$ cat config.mk
export PLATFORM = sky130hd
export DESIGN_NAME = mem_port_arbiter
export DESIGN_NICKNAME = d
export VERILOG_FILES = /design/src/rtl/mem_port_arbiter.sv
export SDC_FILE = /design/constraint.sdc
export NUM_CORES = 1
export LEC_CHECK = 0
export BUFFER_PORTS_ARGS = -buffer_cell sky130_fd_sc_hd__buf_2
export CAP_MARGIN = 5
export CORE_AREA = 4 4 104 106
export CTS_BUF_LIST = sky130_fd_sc_hd__clkbuf_8
export CTS_CLUSTER_SIZE = 40
export DETAILED_ROUTE_END_ITERATION = 7
export DIE_AREA = 0 0 108 110
export SETUP_SLACK_MARGIN = 0.4
export SKIP_CTS_REPAIR_TIMING = 1
export SLEW_MARGIN = 20
export SYNTH_ARGS = -nofsm -noshare
export SYNTH_HDL_FRONTEND = slang
export SYNTH_SLANG_ARGS = --single-unit
export TNS_END_PERCENT = 1
$ cat constraint.sdc
create_clock -name clk -period 1.5 [get_ports clk]
set_input_delay 0.15 -clock clk [delete_from_list [all_inputs] [get_ports clk]]
set_output_delay 0.15 -clock clk [all_outputs]
set_load 0.02 [all_outputs]
$ cat src/rtl/mem_port_arbiter.sv
// mem_port_arbiter
//   Shares one single-port, fixed-latency memory between instruction fetch
//   (IF) and load/store (LS). LS normally wins a conflict; IF is forced to
//   win once it has lost STARVE_MAX conflicts in a row. Every read grant is
//   tagged with its owner in a MEM_LAT-deep pipeline so the response, which
//   arrives MEM_LAT cycles later, raises rvalid on the right requester.
//   An IF redirect flush kills every IF-owned read still in flight.
//
//   Optional build macro: ARB_PERF_CNT_EN
//     When defined, adds conflict_cnt_o (cycles where both sides request)
//     and starve_hit_cnt_o (forced IF wins). Both are 32-bit wrapping
//     counters. Arbitration behaviour is identical with or without it.

module mem_port_arbiter #(
  parameter int ADDR_W     = 32,
  parameter int DATA_W     = 32,
  parameter int MEM_LAT    = 1,
  parameter int STARVE_MAX = 4,
  localparam int BE_W      = DATA_W / 8,
  localparam int CNT_W     = $clog2(STARVE_MAX + 1)
) (
  input  logic              clk,
  input  logic              reset,

  input  logic              if_req_i,
  input  logic [ADDR_W-1:0] if_addr_i,
  input  logic              if_flush_i,
  output logic              if_gnt_o,
  output logic              if_rvalid_o,
  output logic [DATA_W-1:0] if_rdata_o,

  input  logic              ls_req_i,
  input  logic              ls_we_i,
  input  logic [BE_W-1:0]   ls_be_i,
  input  logic [ADDR_W-1:0] ls_addr_i,
  input  logic [DATA_W-1:0] ls_wdata_i,
  output logic              ls_gnt_o,
  output logic              ls_rvalid_o,
  output logic [DATA_W-1:0] ls_rdata_o,

`ifdef ARB_PERF_CNT_EN
  output logic [31:0]       conflict_cnt_o,
  output logic [31:0]       starve_hit_cnt_o,
`endif

  output logic              mem_req_o,
  output logic              mem_we_o,
  output logic [BE_W-1:0]   mem_be_o,
  output logic [ADDR_W-1:0] mem_addr_o,
  output logic [DATA_W-1:0] mem_wdata_o,
  input  logic [DATA_W-1:0] mem_rdata_i
);

  // Owner tag carried alongside each in-flight read.
  typedef enum logic {
    OWNER_LS = 1'b0,
    OWNER_IF = 1'b1
  } owner_e;

  logic [CNT_W-1:0] starve_cnt;
  logic             starved;
  logic             both_req;
  logic             forced_if_win;
  logic             rd_gnt;

  logic   [MEM_LAT-1:0] tag_valid;
  owner_e               tag_owner [MEM_LAT];

  logic   tail_valid;
  owner_e tail_owner;

  assign starved       = (starve_cnt == CNT_W'(STARVE_MAX));
  assign both_req      = if_req_i & ls_req_i;
  assign forced_if_win = both_req & starved & ~reset;

  // Grant decision: a lone requester wins, LS wins a conflict unless IF has
  // hit its starvation limit. Nothing is granted while reset is held.
  always_comb begin
    if_gnt_o = 1'b0;
    ls_gnt_o = 1'b0;
    if (!reset) begin
      if (if_req_i && (!ls_req_i || starved)) begin
        if_gnt_o = 1'b1;
      end else if (ls_req_i) begin
        ls_gnt_o = 1'b1;
      end
    end
  end

  assign rd_gnt = if_gnt_o | (ls_gnt_o & ~ls_we_i);

  // Memory port mux: IF always reads a full word, LS drives its own fields,
  // and an idle port is driven to all zeros.
  always_comb begin
    mem_req_o   = if_gnt_o | ls_gnt_o;
    mem_we_o    = 1'b0;
    mem_be_o    = '0;
    mem_addr_o  = '0;
    mem_wdata_o = '0;
    if (if_gnt_o) begin
      mem_be_o   = '1;
      mem_addr_o = if_addr_i;
    end else if (ls_gnt_o) begin
      mem_we_o    = ls_we_i;
      mem_be_o    = ls_be_i;
      mem_addr_o  = ls_addr_i;
      mem_wdata_o = ls_wdata_i;
    end
  end

  // Starvation counter: counts consecutive cycles IF asks and loses,
  // saturating at the limit; any IF win or idle IF cycle restarts it.
  always_ff @(posedge clk) begin
    if (reset) begin
      starve_cnt <= '0;
    end else if (if_req_i && !if_gnt_o) begin
      if (!starved) begin
        starve_cnt <= starve_cnt + CNT_W'(1);
      end
    end else begin
      starve_cnt <= '0;
    end
  end

  // Response tag pipeline: stage 0 captures each read grant, older stages
  // shift toward the tail. A flush drops IF entries as they shift, but the
  // IF grant issued in the flush cycle itself still enters stage 0.
  always_ff @(posedge clk) begin
    if (reset) begin
      tag_valid <= '0;
      for (int i = 0; i < MEM_LAT; i++) begin
        tag_owner[i] <= OWNER_LS;
      end
    end else begin
      tag_valid[0] <= rd_gnt;
      tag_owner[0] <= if_gnt_o ? OWNER_IF : OWNER_LS;
      for (int i = 1; i < MEM_LAT; i++) begin
        tag_valid[i] <= tag_valid[i-1] & ~(if_flush_i & (tag_owner[i-1] == OWNER_IF));
        tag_owner[i] <= tag_owner[i-1];
      end
    end
  end

  assign tail_valid = tag_valid[MEM_LAT-1];
  assign tail_owner = tag_owner[MEM_LAT-1];

  // Response steering: the tail entry qualifies rvalid for its owner; a
  // flush in the same cycle suppresses an IF response already at the tail.
  always_comb begin
    if_rvalid_o = 1'b0;
    ls_rvalid_o = 1'b0;
    if (tail_valid) begin
      if (tail_owner == OWNER_IF) begin
        if_rvalid_o = ~if_flush_i;
      end else begin
        ls_rvalid_o = 1'b1;
      end
    end
  end

  assign if_rdata_o = mem_rdata_i;
  assign ls_rdata_o = mem_rdata_i;

`ifdef ARB_PERF_CNT_EN
  // Performance counters: conflicts and forced IF wins, free-running and
  // wrapping, cleared by reset.
  always_ff @(posedge clk) begin
    if (reset) begin
      conflict_cnt_o   <= '0;
      starve_hit_cnt_o <= '0;
    end else begin
      if (both_req) begin
        conflict_cnt_o <= conflict_cnt_o + 32'd1;
      end
      if (forced_if_win) begin
        starve_hit_cnt_o <= starve_hit_cnt_o + 32'd1;
      end
    end
  end
`else
  logic unused_perf;
  assign unused_perf = forced_if_win;
`endif

endmodule

==> key figures, run 1 <==
Clocking
  • TritonCTS buffer count: 3
  • Clock sink count: 5
  • CTS tree: done
  • CTS Root Cell: clkbuf_8
  • # H-tree levels: 1
  • Worst-skew pair later-pin latency: 220 ps
  • Clk buf depth: 2
  • Clock transition at path regs: 40 ps

Final layout
  • Layout Utilization: 33.8%
  • Most frequent cells in the layout: buf_2, nand3b_1, and3_1
  • Commonest non-fill, non-tap cell in the layout: buf_2
  • Ant diodes: 0
  • Area Growth Syn to Fin: 77.2%
  • Layout Nets: 510
  • Share of layout cells above drive strength 1: 66.9%
  • Fillers: 1043

Drt
  • WL/cell: 18.0 um
  • Antenna Nets Post-Route: 0
  • Iter 0 DRT Violations: 158
  • Pre-Repair DR Iteration Count: 4
  • DRC violations left: 0
  • Via count: 2327
  • Via-to-Cell Ratio: 4.64
  • Final WL: 9.02 mm

Yosys
  • Syn Nets: 399
  • Post-Syn Area per Cell: 7.20 um^2
  • Number of synthesized register bits: 5
  • Yosys warnings: 0
  • Synth Instances: 259
  • Netlist cell types: 26
  • Register area share after synthesis: 5.37%
  • Mapped Area: 1860 um^2

Critical path
  • Worst setup SP type: register
  • Arrival time worst endpoint: 1540 ps
  • CP required: 1350 ps
  • Critical path class: register to output port
  • R2R cell count: 5
  • Worst Setup End Kind: output port
  • CP max FO: 8

Floorplanning
  • Chip Width: 108 um
  • Core Area: 9770 um^2
  • Row cnt: 36
  • Starting Density: 19.1%
  • Die Ht: 110 um
  • Area of the die: 11900 um^2
  • # IOs: 276

STA
  • Final worst path period share: 113%
  • Final Hold Fails: 0
  • Setup violations, final: 71
  • Final Max Slew Viols: 0
  • Worst Skew: 1.60 ps
  • Final worst slack: -188 ps
  • Slew @ Worst Pin: 276 ps
  • Min Clock Period, post-route: 1690 ps
  • Rel. slew slack: 81.5%
  • Fmax: 0.592 GHz
  • RSZ-0062 raised after global routing: true

Placement
  • IO Port Bufs: 179
  • GPL Wtd Cong: 0.774
  • Post-DP HPWL: 7.12 mm

Status
  • Status: complete, but fails checks
  • Failing checks: negative setup slack

Flow run
  • Maxcap violations: 0

GRT
  • Global Route Usage Sum: 13.3%
  • First-pass GRT wire length: 12.4 mm
  • Pin count of the biggest net entering global routing: 35
  • Total gr overflow: 0
  • Antenna violations before repair: 3
  • Vias in the first global route: 2233

Power and ir drop
  • Power per cell area: 375 nW/um^2
  • Peak VDD IR: 0.218 mV
  • Tot Pwr: 1.24 mW
  • Leak Pwr: 1.53 nW

Worst hold path
  • Worst hold path type: primary input to register
  • Hold depth: 2
## layout make-up
type	count	area [um^2]	share of cell area [%]
multi-input cells	157	1560	47.2
clock buffers	3	41.3	1.25
well taps	133	166	5.04
repair buffers	200	1420	42.9
clock inverters	1	3.75	0.114
flip-flops and latches	5	103	3.10
inverters	3	11.3	0.341
## routing by layer
metal  part of all wire, %  up-vias  track usage (%)
met1                    37     1064             15.2
met2                    50      151             22.4
met5                  0.45        -                0
met3                    11       16             5.88
li1                      -     1090                -
met4                   1.5        6             3.70
## cells by family after synthesis
family / after synthesis / share of synthesized area (%)
DFF: 5 / 5.37
buffers and inverters: 97 / 35.9
adders and majority gates: 2 / 1.34
and+or+nand+nor: 116 / 43.0
AOI/OAI and AO/OA: 39 / 14.4
## critical path, stage by stage (launching register included)
cell and delay [ps]:
dfxtp_2 320, inv_2 50, ha_4 170, a21boi_4 210, buf_12 170, clkbuf_16 190
o22ai_4 70, buf_6 130
## flip-flops by register name, indices dropped and copies added, names as in the netlist
| name | flops |
|---|---|
| starve_cnt | 3 |
| tag_owner | 1 |
| tag_valid | 1 |
## synth_stat cells
cell type / number / area share (%)
clkbuf_1: 5 / 1.0
dfxtp_1: 5 / 5.4
nand2b_1: 2 / 0.67
o22ai_1: 32 / 11
nand3_1: 1 / 0.27
o32ai_1: 2 / 0.94
buf_4: 71 / 29
clkbuf_2: 5 / 1.3
buf_1: 2 / 0.40
ha_1: 2 / 1.3
nand2b_2: 1 / 0.47
nor2b_4: 1 / 0.74
and3_1: 34 / 11
nor3b_1: 1 / 0.40
a21oi_1: 1 / 0.27
a21boi_4: 1 / 1.0
o2bb2ai_1: 3 / 1.4
inv_1: 3 / 0.60
buf_6: 3 / 1.8
or3b_1: 1 / 0.47
and4_1: 1 / 0.47
nand2_1: 2 / 0.40
nor2b_1: 1 / 0.34
nor2_1: 6 / 1.2
buf_2: 8 / 2.1
nand3b_1: 65 / 26
## where the power goes
group | switching, mW | total, mW | internal (mW)
registers | 0.00225 | 0.141 | 0.138
clock network | 0.0638 | 0.239 | 0.175
logic | 0.429 | 0.858 | 0.429
total | 0.495 | 1.24 | 0.742
## final timing paths
check                              startpoint              to  slack (ps)
worst max-delay path            starve_cnt[0]  mem_addr_o[16]        -190
worst min-delay path                  ls_we_i       tag_valid         200
worst max register to register  starve_cnt[0]       tag_valid         190
worst min register to register  starve_cnt[0]   starve_cnt[0]         510
## stage by stage
step,hold WS (ps),worst slack [ps],instances,area [um^2],setup TNS [ps]
after floorplan,269,172,259,2400,0
after global placement,300,52.4,491,2910,0
after detailed placement,300,26.7,491,2910,0
after CTS,214,-214,495,2960,-10500
after global routing,200,-242,502,3300,-12770
final,203,-188,502,3300,-8770
Power figures use the tool's default switching activity.
==> run 2: changes to the inputs <==
- MAX_ROUTING_LAYER: unset -> met4
==> key figures, run 2 (synthesis gave the netlist of run 1 again) <==
Placement
  • GPL Wtd Cong: 0.784 (was 0.774)
  • Placed cell area: 2910 um^2 (unchanged)
  • IO Port Bufs: 179 (unchanged)
  • Place WS: 26.7 ps (unchanged)
  • Post-DP HPWL: 7.12 mm (unchanged)

Final layout
  • Register with the most flip-flops: starve_cnt (unchanged)
  • Layout Nets: 510 (unchanged)
  • Fillers: 1042 (was 1043)
  • Post-route design area: 3310 um^2 (was 3300 um^2)
  • Area Growth Syn to Fin: 77.7% (was 77.2%)
  • Most frequent cells in the layout: buf_2, nand3b_1, and3_1 (unchanged)
  • Area of the multi-input gates: 1560 um^2 (unchanged)
  • Commonest non-fill, non-tap cell in the layout: buf_2 (unchanged)
  • Share of layout cells above drive strength 1: 66.9% (unchanged)
  • FF+latch area: 103 um^2 (unchanged)
  • Largest register FFs: 3 (unchanged)
  • Biggest regs: starve_cnt: 3 flops, tag_owner: 1 flops, tag_valid: 1 flops (unchanged)

Drt
  • Via count: 2304 (was 2327)
  • Final WL: 9.01 mm (was 9.02 mm)
  • Via-to-Cell Ratio: 4.56 (was 4.64)
  • WL/cell: 17.8 um (was 18.0 um)
  • Iter 0 DRT Violations: 161 (was 158)
  • Pre-Repair DR Iteration Count: 4 (unchanged)
  • DRC violations left: 0 (unchanged)
  • Antenna Nets Post-Route: 0 (unchanged)

Floorplanning
  • Core Area: 9770 um^2 (unchanged)
  • Area of the die: 11900 um^2 (unchanged)
  • # IOs: 276 (unchanged)
  • Row cnt: 36 (unchanged)
  • Die Ht: 110 um (unchanged)
  • Starting Density: 19.1% (unchanged)
  • Chip Width: 108 um (unchanged)

Critical path
  • Reg2Reg Setup Slack: 190 ps (about the same)
  • CP required: 1350 ps (about the same)
  • CP max stage cell: dfxtp_2 (unchanged)
  • Critical path buffers and inverters: 4 (unchanged)
  • CP max FO: 8 (unchanged)
  • Worst setup SP type: register (unchanged)
  • Arrival time worst endpoint: 1540 ps (about the same)
  • Critical path cell sequence: inv_2, ha_4, a21boi_4, buf_12, clkbuf_16, o22ai_4, buf_6 (unchanged)
  • Slowest stage delay, CP: 320 ps (about the same)
  • Critical path class: register to output port (unchanged)
  • Worst Setup End Kind: output port (unchanged)
  • Top Family by Delay on Critical Path: buffers and inverters (unchanged)

Clocking
  • # H-tree levels: 1 (unchanged)
  • TritonCTS buffer count: 3 (unchanged)
  • CTS tree: done (unchanged)
  • Worst-skew pair later-pin latency: 220 ps (about the same)
  • Clk buf depth: 2 (unchanged)
  • Clock sink count: 5 (unchanged)
  • CTS Root Cell: clkbuf_8 (unchanged)
  • Clock transition at path regs: 40 ps (about the same)

STA
  • Worst Skew: 1.59 ps (was 1.60 ps)
  • Min Clock Period, post-route: 1690 ps (about the same)
  • Min Hold Slack: 207 ps (was 203 ps)
  • Final Hold Fails: 0 (unchanged)
  • Setup TNS: -8690 ps (was -8770 ps)
  • Setup violations, final: 71 (unchanged)
  • Final worst path period share: 113% (about the same)
  • Final worst slack: -188 ps (about the same)
  • Rel. slew slack: 81.5% (about the same)
  • Final Max Slew Viols: 0 (unchanged)
  • RSZ-0062 raised after global routing: true (unchanged)
  • Fmax: 0.592 GHz (about the same)
  • Slew @ Worst Pin: 276 ps (about the same)

GRT
  • Pin count of the biggest net entering global routing: 35 (unchanged)
  • Total gr overflow: 0 (unchanged)
  • Vias in the first global route: 2229 (was 2233)
  • Global Route Usage Sum: 13.6% (was 13.3%)
  • First-pass GRT wire length: 12.4 mm (unchanged)
  • Antenna violations before repair: 3 (unchanged)

Power and ir drop
  • Leak Pwr: 1.53 nW (about the same)
  • Tot Pwr: 1.24 mW (about the same)
  • Peak VDD IR: 0.218 mV (about the same)
  • Power per cell area: 374 nW/um^2 (was 375 nW/um^2)

Worst hold path
  • Worst hold path type: primary input to register (unchanged)

Flow run
  • Maxcap violations: 0 (unchanged)

Status
  • Status: complete, but fails checks (unchanged)
  • Failing checks: negative setup slack (unchanged)
[run 2: cell count changes in the layout (fill, tap and decap cells not counted)]
cell,delta
diode_2,+3
[run 2: cell type report]
class	count	share of cell area (%)
clock inverter	1	0.113
sequential	5	3.10
tap	133	5.02
inverter	3	0.340
antenna	3	0.227
multi-input combinational	157	47.1
timing repair buffer	200	42.8
clock buffer	3	1.25
[run 2: worst paths after layout]
check	cells past startpoint	endpoint	start
setup / recovery	7	mem_addr_o[16]	starve_cnt[0]
hold / removal	2	tag_valid	ls_we_i
setup reg to reg	5	tag_valid	starve_cnt[0]
hold reg to reg	2	starve_cnt[0]	starve_cnt[0]
[run 2: report_power, final]
part | total, mW | internal, mW | switching [mW]
clock | 0.239 | 0.175 | 0.0638
combinational | 0.858 | 0.429 | 0.430
sequential | 0.141 | 0.138 | 0.00225
[run 2: per-layer routing]
layer  track usage [%]  vias to the layer above  wire, um
met1              15.5                     1049      3390
li1                  -                     1096         -
met2              22.4                      148      4540
met3              5.53                       11       961
met4              3.70                        0       123
met5                 -                        -         0
[run 2: worst register-to-register path: cells and delay by family, from the launching register on]
family | cells | cell delay [ps]
compound gates | 1 | 270
fa+ha+maj | 1 | 170
buf+inv | 2 | 220
flops | 1 | 320
simple gates | 1 | 210
[run 2: per-stage QoR]
step                std cells  utilization, %
floorplan                 259               -
global placement          491            29.8
detailed placement        491            29.8
CTS                       495            30.3
global route              505            33.9
finish                    505            33.9
